File: src/rtl/fifo_reader_pkg.sv
// Shared types and sizes for the FIFO read-side master and its skid buffer.
// The optional delivered-word counter is enabled by FIFO_READER_CNT_EN.
package fifo_reader_pkg;

    localparam int SKID_DEPTH = 2;

    typedef logic [1:0]  occ_t;
    typedef logic [15:0] wcnt_t;

endpackage

File: src/rtl/fifo_reader_if.sv
// FIFO read port plus downstream valid/ready stream seen by fifo_reader.
interface fifo_reader_if #(
    parameter int DW = 8
);

    logic          fifo_empty;
    logic [DW-1:0] fifo_dout;
    logic          fifo_rd;
    logic          m_valid;
    logic [DW-1:0] m_data;
    logic          m_ready;

    modport master (
        input  fifo_empty,
        input  fifo_dout,
        input  m_ready,
        output fifo_rd,
        output m_valid,
        output m_data
    );

    modport slave (
        output fifo_empty,
        output fifo_dout,
        output m_ready,
        input  fifo_rd,
        input  m_valid,
        input  m_data
    );

endinterface

File: src/rtl/fifo_reader_skid.sv
// Two-entry skid buffer: 1-bit wrapping pointers, occupancy count, FIFO ordering.
module fifo_reader_skid
    import fifo_reader_pkg::*;
#(
    parameter int DW = 8
) (
    input  logic          clk,
    input  logic          rst_n,
    input  logic          wr,
    input  logic [DW-1:0] wr_data,
    input  logic          pop,
    output logic          valid,
    output logic [DW-1:0] data,
    output occ_t          occ
);

    logic          wptr;
    logic          rptr;
    logic [DW-1:0] mem [SKID_DEPTH];

    always_ff @(posedge clk or negedge rst_n) begin
        if (!rst_n) begin
            occ  <= '0;
            wptr <= 1'b0;
            rptr <= 1'b0;
        end else begin
            if (wr) begin
                wptr <= ~wptr;
            end
            if (pop) begin
                rptr <= ~rptr;
            end
            occ <= occ + occ_t'(wr) - occ_t'(pop);
        end
    end

    // Storage is deliberately left unreset; occ gates whether it is visible.
    always_ff @(posedge clk) begin
        if (wr) begin
            mem[wptr] <= wr_data;
        end
    end

    assign valid = (occ != 2'd0);
    assign data  = mem[rptr];

endmodule

File: src/rtl/fifo_reader.sv
// Read-side master for the 16-entry FIFO: issues rd, captures dout, feeds a skid buffer.
// Define FIFO_READER_CNT_EN to add the words_out delivered-word counter.
module fifo_reader
    import fifo_reader_pkg::*;
#(
    parameter int DW = 8
) (
    input  logic             clk,
    input  logic             rst_n,
    input  logic             en,
    fifo_reader_if.master    bus
`ifdef FIFO_READER_CNT_EN
    ,
    output wcnt_t            words_out
`endif
);

    logic       inflight_q;
    logic       pop;
    logic       valid;
    occ_t       occ;
    logic [2:0] pending;

    assign pop = valid && bus.m_ready;

    // Slots already committed after this cycle's pop; a new read needs one free.
    assign pending     = 3'(occ) + 3'(inflight_q) - 3'(pop);
    assign bus.fifo_rd = rst_n && en && !bus.fifo_empty && (pending <= 3'd1);

    always_ff @(posedge clk or negedge rst_n) begin
        if (!rst_n) begin
            inflight_q <= 1'b0;
        end else begin
            inflight_q <= bus.fifo_rd;
        end
    end

    fifo_reader_skid #(
        .DW (DW)
    ) u_skid (
        .clk     (clk),
        .rst_n   (rst_n),
        .wr      (inflight_q),
        .wr_data (bus.fifo_dout),
        .pop     (pop),
        .valid   (valid),
        .data    (bus.m_data),
        .occ     (occ)
    );

    assign bus.m_valid = valid;

`ifdef FIFO_READER_CNT_EN
    always_ff @(posedge clk or negedge rst_n) begin
        if (!rst_n) begin
            words_out <= '0;
        end else if (pop) begin
            words_out <= words_out + 16'd1;
        end
    end
`endif

endmodule

File: src/flat_wrapper.sv
// flat-port wrapper written by rule: the top's interface ports become plain ports
module fifo_reader_flat import fifo_reader_pkg::*;
#(
    parameter int DW = 8
)
  (clk, rst_n, en, bus_fifo_empty, bus_fifo_dout, bus_m_ready, bus_fifo_rd, bus_m_valid, bus_m_data);
  fifo_reader_if #(.DW(DW)) bus_i ();
  input  logic clk;
  input  logic rst_n;
  input  logic en;
  input wire logic [$bits(bus_i.fifo_empty)-1:0] bus_fifo_empty;
  input wire logic [$bits(bus_i.fifo_dout)-1:0] bus_fifo_dout;
  input wire logic [$bits(bus_i.m_ready)-1:0] bus_m_ready;
  output wire logic [$bits(bus_i.fifo_rd)-1:0] bus_fifo_rd;
  output wire logic [$bits(bus_i.m_valid)-1:0] bus_m_valid;
  output wire logic [$bits(bus_i.m_data)-1:0] bus_m_data;
  assign bus_i.fifo_empty = bus_fifo_empty;
  assign bus_i.fifo_dout = bus_fifo_dout;
  assign bus_i.m_ready = bus_m_ready;
  assign bus_fifo_rd = bus_i.fifo_rd;
  assign bus_m_valid = bus_i.m_valid;
  assign bus_m_data = bus_i.m_data;
  fifo_reader #(.DW(DW)) u_core (.clk(clk), .rst_n(rst_n), .en(en), .bus(bus_i));
endmodule
File: config.mk
export PLATFORM = sky130hd
export DESIGN_NAME = fifo_reader_flat
export DESIGN_NICKNAME = d
export VERILOG_FILES = /design/src/rtl/fifo_reader_pkg.sv /design/src/rtl/fifo_reader_if.sv /design/src/rtl/fifo_reader_skid.sv /design/src/rtl/fifo_reader.sv /design/src/flat_wrapper.sv
export SDC_FILE = /design/constraint.sdc
export NUM_CORES = 1
export LEC_CHECK = 0
export BUFFER_PORTS_ARGS = -buffer_cell sky130_fd_sc_hd__buf_2
export CORE_MARGIN = 2
export CORE_UTILIZATION = 45
export DETAILED_ROUTE_END_ITERATION = 12
export PLACE_DENSITY = 0.73
export SLEW_MARGIN = 20
export SYNTH_ARGS = -nofsm -noshare
export SYNTH_HDL_FRONTEND = slang
export SYNTH_SLANG_ARGS = --single-unit
File: constraint.sdc
create_clock -name clk -period 1.9 [get_ports clk]
set_clock_uncertainty 0.05 [all_clocks]
set_input_delay 0.095 -clock clk [delete_from_list [all_inputs] [get_ports clk]]
set_output_delay 0.095 -clock clk [all_outputs]
set_load 0.05 [all_outputs]
# After elaboration in Yosys (flattened, before gate mapping)
# Memory sizes are Yosys's and may differ from the RTL's.
# Index checks and enable logic that the tools add are counted.
dict set report classes {
  addsub 4
  bitwise 2
  n_reduce_logical 6
  n_mux 2
  magnitude_cmp 1
}
# cell n
set ops {}
lappend ops {{$logic_and A1 B1 Y1} 4}
lappend ops {{$add A2 B1 Y3} 1}
lappend ops {{$le A3 B1 Y1 const B} 1}
lappend ops {{$sub A3 B1 Y3} 1}
lappend ops {{$add A2 B1 Y2} 1}
lappend ops {{$mux W1} 2}
lappend ops {{$not A1 Y1} 2}
lappend ops {{$reduce_bool A2 Y1} 1}
lappend ops {{$sub A2 B1 Y2} 1}
lappend ops {{$logic_not A1 Y1} 1}
dict set report word_totals {
  ramBits 16
  register_bits 5
  out_inout_bits 10
  n_memories 1
  inputBits 13
}
# memory words width read_ports rd_ports_with_merged_regs write_ports line
set memory_table {}
lappend memory_table {u_core.u_skid.mem 2 8 1 0 1 fifo_reader_skid.sv:19} ;# logic [DW-1:0] mem [SKID_DEPTH];

# Longest topological paths before layout
# Gate-level depths: netlist of the first run.
dict set report depth {
  ltp_word 5
  depth_mapped 7
  ltp_nobuf 7
}

# Cells and area by module
# Synthesis of the first run repeated with hierarchy kept, for this count alone.
dict set report hier_totals {
  cells_unflattened 50
  hier_area_um2 913.4
}
# mod cells_per_inst area_each_um2 n_inst
set modules_own_cells {}
lappend modules_own_cells {fifo_reader_skid 39 804.5 1}
lappend modules_own_cells {fifo_reader 11 108.9 1}

# Worst setup path before layout of the first run
# OpenSTA, ideal clock, no wires.
dict set report synth_path {
  kind {reg-to-reg}
  startpoint {register u_core.u_skid.occ[1]}
  endpoint {register u_core.inflight_q}
  setup_slack_ns -0.923
  n_path_buf 0
  setup_time_ns 0.227
  path_stages_with_launch 7
  arrival_time_ns 2.547
  synth_period_minus_slack_ns 2.823
  cell_sequence {dfrtp_1 -> o21a_2 -> ha_1 -> inv_1 -> ha_1 -> fa_1 -> nor4_2}
}
dict set report synth_via {
  elab_chain_len 5
}
# element line
set synth_rtl {}
lappend synth_rtl {{start: declaration} fifo_reader_skid.sv:14} ;# output occ_t occ
lappend synth_rtl {{start signal: assignment} fifo_reader_skid.sv:33} ;# occ <= occ + occ_t'(wr) - occ_t'(pop);
lappend synth_rtl {{$reduce_bool A2 Y1} fifo_reader_skid.sv:44} ;# assign valid = (occ != 2'd0);
lappend synth_rtl {{$logic_and A1 B1 Y1} fifo_reader.sv:24} ;# assign pop = valid && bus.m_ready;
lappend synth_rtl {{named net u_core.pop} fifo_reader.sv:19} ;# logic pop;
lappend synth_rtl {{$sub A3 B1 Y3} fifo_reader.sv:27} ;# assign pending = 3'(occ) + 3'(inflight_q) - 3'(pop);
lappend synth_rtl {{named net u_core.pending[1]} fifo_reader.sv:22} ;# logic [2:0] pending;
lappend synth_rtl {{$le A3 B1 Y1} fifo_reader.sv:28} ;# assign bus.fifo_rd = rst_n && en && !bus.fifo_empty && (pending <= 3'd1);
lappend synth_rtl {{$logic_and A1 B1 Y1} fifo_reader.sv:28}
lappend synth_rtl {{named net bus_fifo_rd} flat_wrapper.sv:14} ;# output wire logic [$bits(bus_i.fifo_rd)-1:0] bus_fifo_rd;
lappend synth_rtl {{end signal: assignment} fifo_reader.sv:34} ;# inflight_q <= bus.fifo_rd;
lappend synth_rtl {{end: declaration} fifo_reader.sv:18} ;# logic inflight_q;
# The timed path passes the listed nets, and every way through them passes these cells.
# A chain may end at the register's enable or synchronous reset.

# Final worst setup path of the first run
dict set report layout_path {
  startpoint {register u_core.u_skid.occ[0]}
  endpoint {output port bus_fifo_rd}
}
dict set report layout_via {
  elab_chain_len 5
}
# element line
set layout_rtl {}
lappend layout_rtl {{$reduce_bool A2 Y1} fifo_reader_skid.sv:44}
lappend layout_rtl {{$logic_and A1 B1 Y1} fifo_reader.sv:24}
lappend layout_rtl {{named net u_core.pop} fifo_reader.sv:19}
lappend layout_rtl {{$sub A3 B1 Y3} fifo_reader.sv:27}
lappend layout_rtl {{named net u_core.pending[1]} fifo_reader.sv:22}
lappend layout_rtl {{$le A3 B1 Y1} fifo_reader.sv:28}
lappend layout_rtl {{$logic_and A1 B1 Y1} fifo_reader.sv:28}
lappend layout_rtl {{end: declaration} flat_wrapper.sv:14}
# The timed path passes the listed nets, and every way through them passes these cells.

==> results of run 1 <==
## metal layers
metal	track usage, %	vias to the layer above
li1	-	245
met1	17.5	236
met2	23.5	18
met3	3.40	2
met4	6.49	0
met5	0	-
## placed cells by master (no fill, tap or decap), types with 2 or more instances in the layout
cell,instances
sky130_fd_sc_hd__buf_2,21
sky130_fd_sc_hd__buf_4,6
sky130_fd_sc_hd__clkbuf_4,3
sky130_fd_sc_hd__dfrtp_1,5
sky130_fd_sc_hd__dlygate4sd3_1,10
sky130_fd_sc_hd__edfxtp_1,16
sky130_fd_sc_hd__ha_4,2
sky130_fd_sc_hd__inv_1,3
sky130_fd_sc_hd__mux2_4,8
sky130_fd_sc_hd__xor2_1,2
## stage by stage
step	utilization (%)	TNS [ps]	hold slack, ps	setup slack [ps]	cells
2_1_floorplan	-	-1060	-251	-579	46
3_3_place_gp	59.6	-389	-126	-343	98
3_5_place_dp	59.6	-488	-124	-392	98
4_1_cts	68.5	-749	34.5	-620	112
5_1_grt	68.5	-811	37.7	-661	112
6_report	68.5	-651	30.5	-570	112
## sequential cells by signal, indices dropped and copies added (netlist names)
name	count
u_core.u_skid.rptr	1
u_core.u_skid.mem	16
u_core.u_skid.occ	2
u_core.u_skid.wptr	1
u_core.inflight_q	1
## cell type report
| type | count | area, um^2 | area share, % |
|---|---|---|---|
| clock buffers | 4 | 26.3 | 2.17 |
| flip-flops and latches | 21 | 606 | 50.1 |
| multi-input cells | 20 | 269 | 22.3 |
| repair buffers | 38 | 262 | 21.6 |
| inverters | 4 | 15.0 | 1.24 |
| well taps | 25 | 31.3 | 2.59 |
## tightest hold or removal path: cells and delay by family
kind,cells,cell delay (ps)
and+or+nand+nor,2,150
buffers and inverters,1,90
## power by group
part | switching (uW) | total (uW) | internal, uW
clock network | 123 | 205 | 81.5
logic | 444 | 780 | 336
registers | 78.9 | 649 | 570
## worst min-delay path by stage
stage | from | endpoint | slack [ps] | cells after the start
5_1_grt | en | u_core.inflight_q$_DFF_PN0_ | 40 | 3
2_1_floorplan | rst_n | u_core.inflight_q$_DFF_PN0_ | -250 | 0
6_report | en | u_core.inflight_q$_DFF_PN0_ | 30 | 3
3_3_place_gp | rst_n | u_core.inflight_q$_DFF_PN0_ | -130 | 1
3_5_place_dp | rst_n | u_core.inflight_q$_DFF_PN0_ | -120 | 1
4_1_cts | en | u_core.inflight_q$_DFF_PN0_ | 30 | 3
## logic make-up after synthesis
kind of cell	share of synthesized area (%)
adder cells (fa/ha/maj)	5.21
AO/OA/AOI/OAI	1.01
flip-flops	70.0
AND/OR/NAND/NOR	3.76
multiplexers	13.9
XOR/XNOR	3.04
buffers and inverters	3.04
## timing repair
item | CTS | global route
hold endpoints to repair | 22 | 0
hold buffers | 10 | 0
pin swaps | 4 | 2
cloned | 0 | 0
gates resized for setup | 6 | 0
endpoints found under the setup margin | 2 | 2
==> impl_metrics.ini, run 1 <==
[outcome]
status = finished, violations left
failed_checks = negative setup slack

[floorplanning]
rows = 15
die_w_um = 47.8
fp.dieArea_um2 = 2290
initial_core_util_pct = 49.0
die_y_um = 47.8
num_io_pins = 23
fp.coreArea_um2 = 1760

[clock_network]
max-clock-path-buffers = 2
worstSkewPairLatency_ps = 290
cts_buffer_count = 3
tritoncts = done
clkTransAtPathRegs_ps = 110
post-cts-setup-buffers = 0
clock_sink_count = 21
clk_root_buffer_cell = sky130_fd_sc_hd__clkbuf_4
htreeDepth = 1

[critical_path]
worstPathArrival_ps = 2320
cp_slowest_cell = sky130_fd_sc_hd__fa_2
path_max_fanout = 2
r2r_depth = 6
cp-end-kind = output pin
worst-setup-path-type = flop to output pin
critical_path.most_common_cell = sky130_fd_sc_hd__ha_4
crit_path_start = u_core.u_skid.occ[0]$_DFF_PN0_
r2r-end = u_core.inflight_q$_DFF_PN0_
critical_path_depth = 7
slowest_delay_ps = 450
cp.required_ps = 1750
type_of_element_launching_the_critical_path = flop
timing.reg2reg.setup_slack_ps = -80
critical_path.top_delay_family = adder cells
critPathCapture = bus_fifo_rd
worstPathBufferInverterCount = 2
r2r_start = u_core.u_skid.occ[0]$_DFF_PN0_
cell_by_cell_listing_of_the_critical_path = o21a_2 -> ha_4 -> inv_2 -> ha_4 -> fa_2 -> nor4_4 -> buf_6

[final_layout]
syn_to_final_growth_pct = 39.8
n_antenna_cell = 0
n_fill_cell = 143
post-route-cell-area_um2 = 1210
drive_gt1_share_pct = 52.9
fin_nets = 104

[logic_synthesis]
yosys.area.top_type = sky130_fd_sc_hd__edfxtp_1
post_synth_edffs = 16
netlist.area_leader.share_pct = 55.6
syn_avg_cell_area_um2 = 18.8
postSynthCellCount = 46
netlist_top_cells_count = sky130_fd_sc_hd__edfxtp_1, sky130_fd_sc_hd__mux2_4, sky130_fd_sc_hd__dfrtp_1
yosysWarnings = 0
mappedNetlistArea_um2 = 865
async_flop_share_pct = 23.8
synth.ff_latch_count = 21
synth_top_flop_cell = sky130_fd_sc_hd__edfxtp_1
synth.lib_cells_used.distinct = 15
seq_area_frac_synth_pct = 70.0
synth.most_common_cell = sky130_fd_sc_hd__edfxtp_1
synth.net_count = 62
netlist_top_cells_area = sky130_fd_sc_hd__edfxtp_1, sky130_fd_sc_hd__dfrtp_1, sky130_fd_sc_hd__mux2_4, sky130_fd_sc_hd__ha_1, sky130_fd_sc_hd__fa_1

[sta]
max_slew_margin_pct = 65.2
final_max_slew_violation_count = 0
timing.final.crit_period_ps = 2470
rsz_0062_raised_after_global_routing = yes
setup_ws_ps = -570
final.period_utilization_pct = 130
setup-violations-final = 2
worstMarginPinSlew_ps = 522
max_freq_ghz = 0.405
timing_hold_violations_final = 0

[placement]
gp_congestion = 0.670
hpwl_um = 904
post_dp_cell_area_um2 = 1050
port-buffer-count = 22

[route]
routed-wl-met3_um = 71
drc = 0
ant_nets = 0
first_pass_iters = 3
drt_wl_total_um = 1390
m1WireLength_um = 612
post_drt_wl_per_cell_um = 12.4
top_signal_layer_used = met4
detailroute.via_count = 501
drt_iter0_drc = 7
routed-wl-met2_um = 698
avgViaCountPerCell = 4.47

[flow_run]
maxCapViolCount = 0

[grt]
first_global_vias = 479
grt_first_pass_wirelength_um = 2080
grt_overflow = 0
number_of_antenna_violations_at_the_first_check_in_global_routing = 0
grt_max_degree = 12
grt.total_usage_pct = 14.2

[pwr]
power.density_cell_area_nw_per_um2 = 1350
power.total_uw = 1630
static-leakage-power_uw = 0.000510
peakVddDrop_mv = 0.995

[hold_path]
timing.hold.worst.class = input port to flop
No activity file was read; power rests on OpenSTA's default activity.
==> inputs of run 2 (changes only) <==
MAX_ROUTING_LAYER = met4   (was not set)
==> run 2 against run 1 <==
  * The run still ends with negative setup slack left
  * Combinational power about the same
  * Count of clock-buffer cells in the layout stayed put
  * Critical endpoint unchanged
  * Largest cell class unchanged
  * Wire length fell by 0.50%
  * Register-to-register slack about the same
  * Largest power group unchanged
  * Sequential power barely moved
  * Die area is the same
  * Critical path depth unchanged
  * Flip-flop and latch count unchanged
  * Core utilization stayed put
==> impl_metrics.ini, run 2 (synthesis gave the netlist of run 1 again) <==
[outcome]
status = finished, violations left
failed_checks = negative setup slack

[critical_path]
path_max_fanout = 2
cp-end-kind = output pin
worst-setup-path-type = flop to output pin
worstPathArrival_ps = 2320
cp.required_ps = 1750
type_of_element_launching_the_critical_path = flop

[placement]
pre_cts_slack_ps = -392
port-buffer-count = 22
hpwl_um = 904
placed_cells_incl_taps = 98
gp_congestion = 0.677

[sta]
worstMarginPinSlew_ps = 522
max_freq_ghz = 0.405
timing.final.crit_period_ps = 2470
setup_ws_ps = -567
final.period_utilization_pct = 130
setup-violations-final = 2
max_slew_margin_pct = 65.2
timing_hold_violations_final = 0
final_max_slew_violation_count = 0
rsz_0062_raised_after_global_routing = yes

[route]
drt_iter0_drc = 7
post_drt_wl_per_cell_um = 12.4
detailroute.via_count = 501
ant_nets = 0
drc = 0
avgViaCountPerCell = 4.47
drt_wl_total_um = 1390
first_pass_iters = 3

[pwr]
peakVddDrop_mv = 0.994
power.density_cell_area_nw_per_um2 = 1350
static-leakage-power_uw = 0.000510

[grt]
grt.total_usage_pct = 14.6
grt_max_degree = 12
first_global_vias = 481
grt_overflow = 0
number_of_antenna_violations_at_the_first_check_in_global_routing = 0
grt_first_pass_wirelength_um = 2070

[floorplanning]
num_io_pins = 23
fp.coreArea_um2 = 1760
rows = 15
die_y_um = 47.8
initial_core_util_pct = 49.0
die_w_um = 47.8
fp.dieArea_um2 = 2290

[flow_run]
maxCapViolCount = 0

[final_layout]
final_cell_mix = sky130_fd_sc_hd__buf_2, sky130_fd_sc_hd__edfxtp_1, sky130_fd_sc_hd__dlygate4sd3_1, sky130_fd_sc_hd__mux2_4, sky130_fd_sc_hd__buf_4
finish.cell_count_without_fillers = 112
largest_register_ffs = 16
largest_registers = u_core.u_skid.mem (16), u_core.u_skid.occ (2)
layout.cells.most_common = sky130_fd_sc_hd__buf_2
regMostFlops = u_core.u_skid.mem
n_antenna_cell = 0
n_fill_cell = 143
fin_nets = 104
syn_to_final_growth_pct = 39.8
drive_gt1_share_pct = 52.9

[clock_network]
worstSkewPairLatency_ps = 290
cts_buffer_count = 3
max-clock-path-buffers = 2
post-cts-setup-buffers = 0
clk_root_buffer_cell = sky130_fd_sc_hd__clkbuf_4
tritoncts = done
clock_sink_count = 21
htreeDepth = 1
clkTransAtPathRegs_ps = 110

[hold_path]
timing.hold.worst.class = input port to flop
-- run 2: power by group --
group          internal (uW)  leakage, uW  total (uW)  switching [uW]
registers                570     0.000205         649            78.9
clock network           81.6    0.0000150         205             124
logic                    336     0.000290         779             443
total                    988     0.000510        1630             646
-- run 2: worst max-delay path, stage by stage, from the launching register on --
cell                      delay, ps
sky130_fd_sc_hd__dfrtp_1        400
sky130_fd_sc_hd__o21a_2         240
sky130_fd_sc_hd__ha_4           270
sky130_fd_sc_hd__inv_2           40
sky130_fd_sc_hd__ha_4           140
sky130_fd_sc_hd__fa_2           450
sky130_fd_sc_hd__nor4_4         300
sky130_fd_sc_hd__buf_6          200
-- run 2: metrics by stage --
step	cell area, um^2	setup TNS, ps	utilization (%)	hold WS (ps)	total power, uW
after floorplan	876	-1060	-	-251	1230
after global placement	1050	-389	59.6	-126	1360
after detailed placement	1050	-488	59.6	-124	1380
after CTS	1210	-749	68.5	34.5	1650
after global routing	1210	-811	68.5	37.7	1720
final	1210	-646	68.5	29.9	1630
-- run 2: what timing repair did --
action                                 4_1_cts  5_1_grt
cloned                                       0        0
gates resized for setup                      6        0
endpoints found under the hold margin       22        0
hold buffers                                10        0
pin swaps                                    4        2
setup endpoints to repair                    2        2
-- run 2: final timing paths --
path	endpoint	cells after the start	start	slack [ps]
worst max-delay path	bus_fifo_rd	7	u_core.u_skid.occ[0]$_DFF_PN0_	-570
worst min-delay path	u_core.inflight_q$_DFF_PN0_	3	en	30
worst max register to register	u_core.inflight_q$_DFF_PN0_	6	u_core.u_skid.occ[0]$_DFF_PN0_	-80
worst min register to register	u_core.u_skid.wptr$_DFFE_PN0P_	1	u_core.u_skid.wptr$_DFFE_PN0P_	450
max in group asynchronous	u_core.u_skid.wptr$_DFFE_PN0P_	2	rst_n	1570
min in group asynchronous	u_core.u_skid.occ[1]$_DFF_PN0_	2	rst_n	90
-- run 2: area by class of cell --
cell class	instances	area [um^2]	share of cell area (%)
sequential	21	606	50.1
inverter	4	15.0	1.24
clock buffer	4	26.3	2.17
multi-input combinational	20	269	22.3
timing repair buffer	38	262	21.6
tap	25	31.3	2.59
-- run 2: per-layer routing --
| metal | GRT usage [%] | routed length (um) |
|---|---|---|
| met1 | 17.3 | 606 |
| met2 | 23.5 | 697 |
| met3 | 3.40 | 71 |
| met4 | 6.49 | 10 |
| met5 | - | 0 |
==> inputs of run 3 (changes only) <==
ABC_AREA = 1   (was not set)
CORE_UTILIZATION = 44   (was 45)
PLACE_DENSITY = 0.71   (was 0.73)
==> run 3 against run 2 <==
  * The run still ends with negative setup slack left
  * First-iteration DRC count fell by 14%
  * Global-route usage fell by 0.19 points
  * Non-clock buffer count rose by 3
  * Die area rose by 1.8%
  * Fmax fell by 0.85%
  * Register-to-register slack got worse by 110 ps
  * Final area fell by 0.10%
  * Wire length rose by 3.8%
  * Largest cell class unchanged
  * Critical path type unchanged
  * Via count rose by 21%
  * Critical endpoint unchanged
==> impl_metrics.ini, run 3 <==
[critical_path]
path_max_fanout = 2
cp-end-kind = output pin
worstPathArrival_ps = 2340
cp.required_ps = 1750
critical_path_depth = 10
critical_path.most_common_cell = sky130_fd_sc_hd__inv_1
cp_slowest_cell = sky130_fd_sc_hd__fa_1
worst-setup-path-type = flop to output pin
type_of_element_launching_the_critical_path = flop
timing.reg2reg.setup_slack_ps = -190
r2r-end = u_core.inflight_q$_DFF_PN0_
crit_path_start = u_core.u_skid.occ[1]$_DFF_PN0_
slowest_delay_ps = 430
r2r_depth = 10
worstPathBufferInverterCount = 3
critPathCapture = bus_fifo_rd
r2r_start = u_core.u_skid.occ[1]$_DFF_PN0_
cell_by_cell_listing_of_the_critical_path = o21ai_2 -> inv_1 -> ha_1 -> inv_1 -> ha_2 -> fa_1 -> nor2_1 -> nand3_1 -> nor2_4 -> buf_6
critical_path.top_delay_family = adder cells

[floorplanning]
die_w_um = 48.3
initial_core_util_pct = 45.3
num_io_pins = 23
fp.dieArea_um2 = 2330
die_y_um = 48.3
rows = 16
fp.coreArea_um2 = 1900

[final_layout]
fin_nets = 133
syn_to_final_growth_pct = 40.1
regMostFlops = u_core.u_skid.mem
n_antenna_cell = 0
multiInputGateArea_um2 = 220
final_cell_mix = sky130_fd_sc_hd__nand2_1, sky130_fd_sc_hd__buf_2, sky130_fd_sc_hd__edfxtp_1, sky130_fd_sc_hd__buf_4, sky130_fd_sc_hd__dlygate4sd3_1
final_core_util_pct = 63.5
layout.cells.most_common = sky130_fd_sc_hd__nand2_1
n_fill_cell = 154
largest_register_ffs = 16
ff_latch_area_um2 = 606
post-route-cell-area_um2 = 1210
largest_registers = u_core.u_skid.mem (16), u_core.u_skid.occ (2)
finish.cell_count_without_fillers = 143
drive_gt1_share_pct = 37.9

[clock_network]
htreeDepth = 1
clock_sink_count = 21
max-clock-path-buffers = 2
worstSkewPairLatency_ps = 290
clk_root_buffer_cell = sky130_fd_sc_hd__clkbuf_4
tritoncts = done
clkTransAtPathRegs_ps = 110
cts_buffer_count = 3

[sta]
max_slew_margin_pct = 72.4
final.period_utilization_pct = 131
max_freq_ghz = 0.402
worstMarginPinSlew_ps = 414
rsz_0062_raised_after_global_routing = yes
setup_ws_ps = -589
timing_hold_violations_final = 0
final_max_slew_violation_count = 0
timing.final.crit_period_ps = 2490
setup-violations-final = 2

[outcome]
status = finished, violations left
failed_checks = negative setup slack

[placement]
pre_cts_slack_ps = -359
port-buffer-count = 22
hpwl_um = 1020
post_dp_cell_area_um2 = 1060
placed_cells_incl_taps = 127
gp_congestion = 0.745

[logic_synthesis]
synth.most_common_cell = sky130_fd_sc_hd__nand2_1
netlist_top_cells_area = sky130_fd_sc_hd__edfxtp_1, sky130_fd_sc_hd__dfrtp_1, sky130_fd_sc_hd__nand2_1, sky130_fd_sc_hd__inv_1, sky130_fd_sc_hd__ha_1
syn_avg_cell_area_um2 = 12.0
netlist_top_cells_count = sky130_fd_sc_hd__nand2_1, sky130_fd_sc_hd__edfxtp_1, sky130_fd_sc_hd__inv_1
synth.ff_latch_count = 21
yosysWarnings = 0
synth_top_flop_cell = sky130_fd_sc_hd__edfxtp_1
seq_area_frac_synth_pct = 70.2
synth.net_count = 88
synth.lib_cells_used.distinct = 15
async_flop_share_pct = 23.8
post_synth_edffs = 16
postSynthCellCount = 72
netlist.area_leader.share_pct = 55.7
mappedNetlistArea_um2 = 862
yosys.area.top_type = sky130_fd_sc_hd__edfxtp_1

[grt]
grt.total_usage_pct = 14.4
number_of_antenna_violations_at_the_first_check_in_global_routing = 0
grt_first_pass_wirelength_um = 2100
grt_overflow = 0
grt_max_degree = 13
first_global_vias = 520

[pwr]
power.density_cell_area_nw_per_um2 = 1400
peakVddDrop_mv = 0.755
static-leakage-power_uw = 0.000574

[route]
post_drt_wl_per_cell_um = 10.1
drt_iter0_drc = 6
detailroute.via_count = 605
avgViaCountPerCell = 4.23
first_pass_iters = 4
drt_wl_total_um = 1440
drc = 0
ant_nets = 0

[hold_path]
timing.hold.worst.class = input port to flop

[flow_run]
maxCapViolCount = 0
run 3: metal layers:
| layer | vias to the layer above | part of all wire [%] | wire length, um | GRT usage [%] |
|---|---|---|---|---|
| met1 | 272 | 40 | 578 | 15.6 |
| met3 | 4 | 3.8 | 55 | 3.33 |
| met5 | - | 0 | 0 | - |
| met4 | 0 | 1.7 | 25 | 8.11 |
| met2 | 13 | 54 | 778 | 23.9 |
| li1 | 316 | - | - | - |
run 3: cell type report:
type	count	share of cell area, %
Timing Repair Buffer	41	23.3
Multi-Input combinational cell	41	18.2
Sequential cell	21	50.2
Inverter	9	3.21
Tap cell	27	2.80
Clock inverter	1	0.415
Clock buffer	3	1.87
run 3: worst min path at each step:
stage                                           endpoint  slack, ps  cells after the start            from
after floorplan              u_core.inflight_q$_DFF_PN0_       -250                      0           rst_n
after global placement    u_core.u_skid.occ[0]$_DFF_PN0_       -130                      1           rst_n
after detailed placement  u_core.u_skid.occ[0]$_DFF_PN0_       -130                      1           rst_n
after CTS                    u_core.inflight_q$_DFF_PN0_         30                      4  bus_fifo_empty
after global routing      u_core.u_skid.rptr$_DFFE_PN0P_         70                      4     bus_m_ready
final                     u_core.u_skid.rptr$_DFFE_PN0P_         90                      4     bus_m_ready
run 3: timing repair:
item                                    CTS  global route
endpoints found under the hold margin    21             0
resized for setup                         3             0
hold buffers                              9             0
endpoints found under the setup margin    2             2
buffers inserted                          1             2
run 3: logic make-up (layout without fill, tap and decap cells):
group | after synthesis | count (layout) | share of synthesized area, %
AOI/OAI and AO/OA | 1 | 1 | 0.580
xor gates and xnor gates | 1 | 1 | 1.02
adders and majority gates | 3 | 3 | 5.22
buffers and inverters | 10 | 54 | 5.81
DFF | 21 | 21 | 70.2
and+or+nand+nor | 36 | 36 | 17.1
run 3: stage by stage:
stage               hold WS (ps)  total power (uW)  setup TNS [ps]
CTS                         33.9              1700            -689
global placement            -127              1420            -296
global route                73.4              1820           -1130
floorplan                   -251              1250            -464
detailed placement          -129              1450            -429
finish                      93.2              1690            -777
run 3: worst register-to-register path: stages (launching register included):
cell and delay [ps]:
sky130_fd_sc_hd__dfrtp_1 410, sky130_fd_sc_hd__o21ai_2 160, sky130_fd_sc_hd__inv_1 60, sky130_fd_sc_hd__ha_1 280
sky130_fd_sc_hd__inv_1 60, sky130_fd_sc_hd__ha_2 170, sky130_fd_sc_hd__fa_1 430, sky130_fd_sc_hd__nor2_1 100
sky130_fd_sc_hd__nand3_1 110, sky130_fd_sc_hd__nor2_4 110, sky130_fd_sc_hd__buf_4 110
run 3: power breakdown:
part	internal, uW	total [uW]	leakage [uW]	switching (uW)
sequential	569	639	0.000205	70.5
combinational	273	845	0.000351	572
clock	78.5	206	0.0000177	127
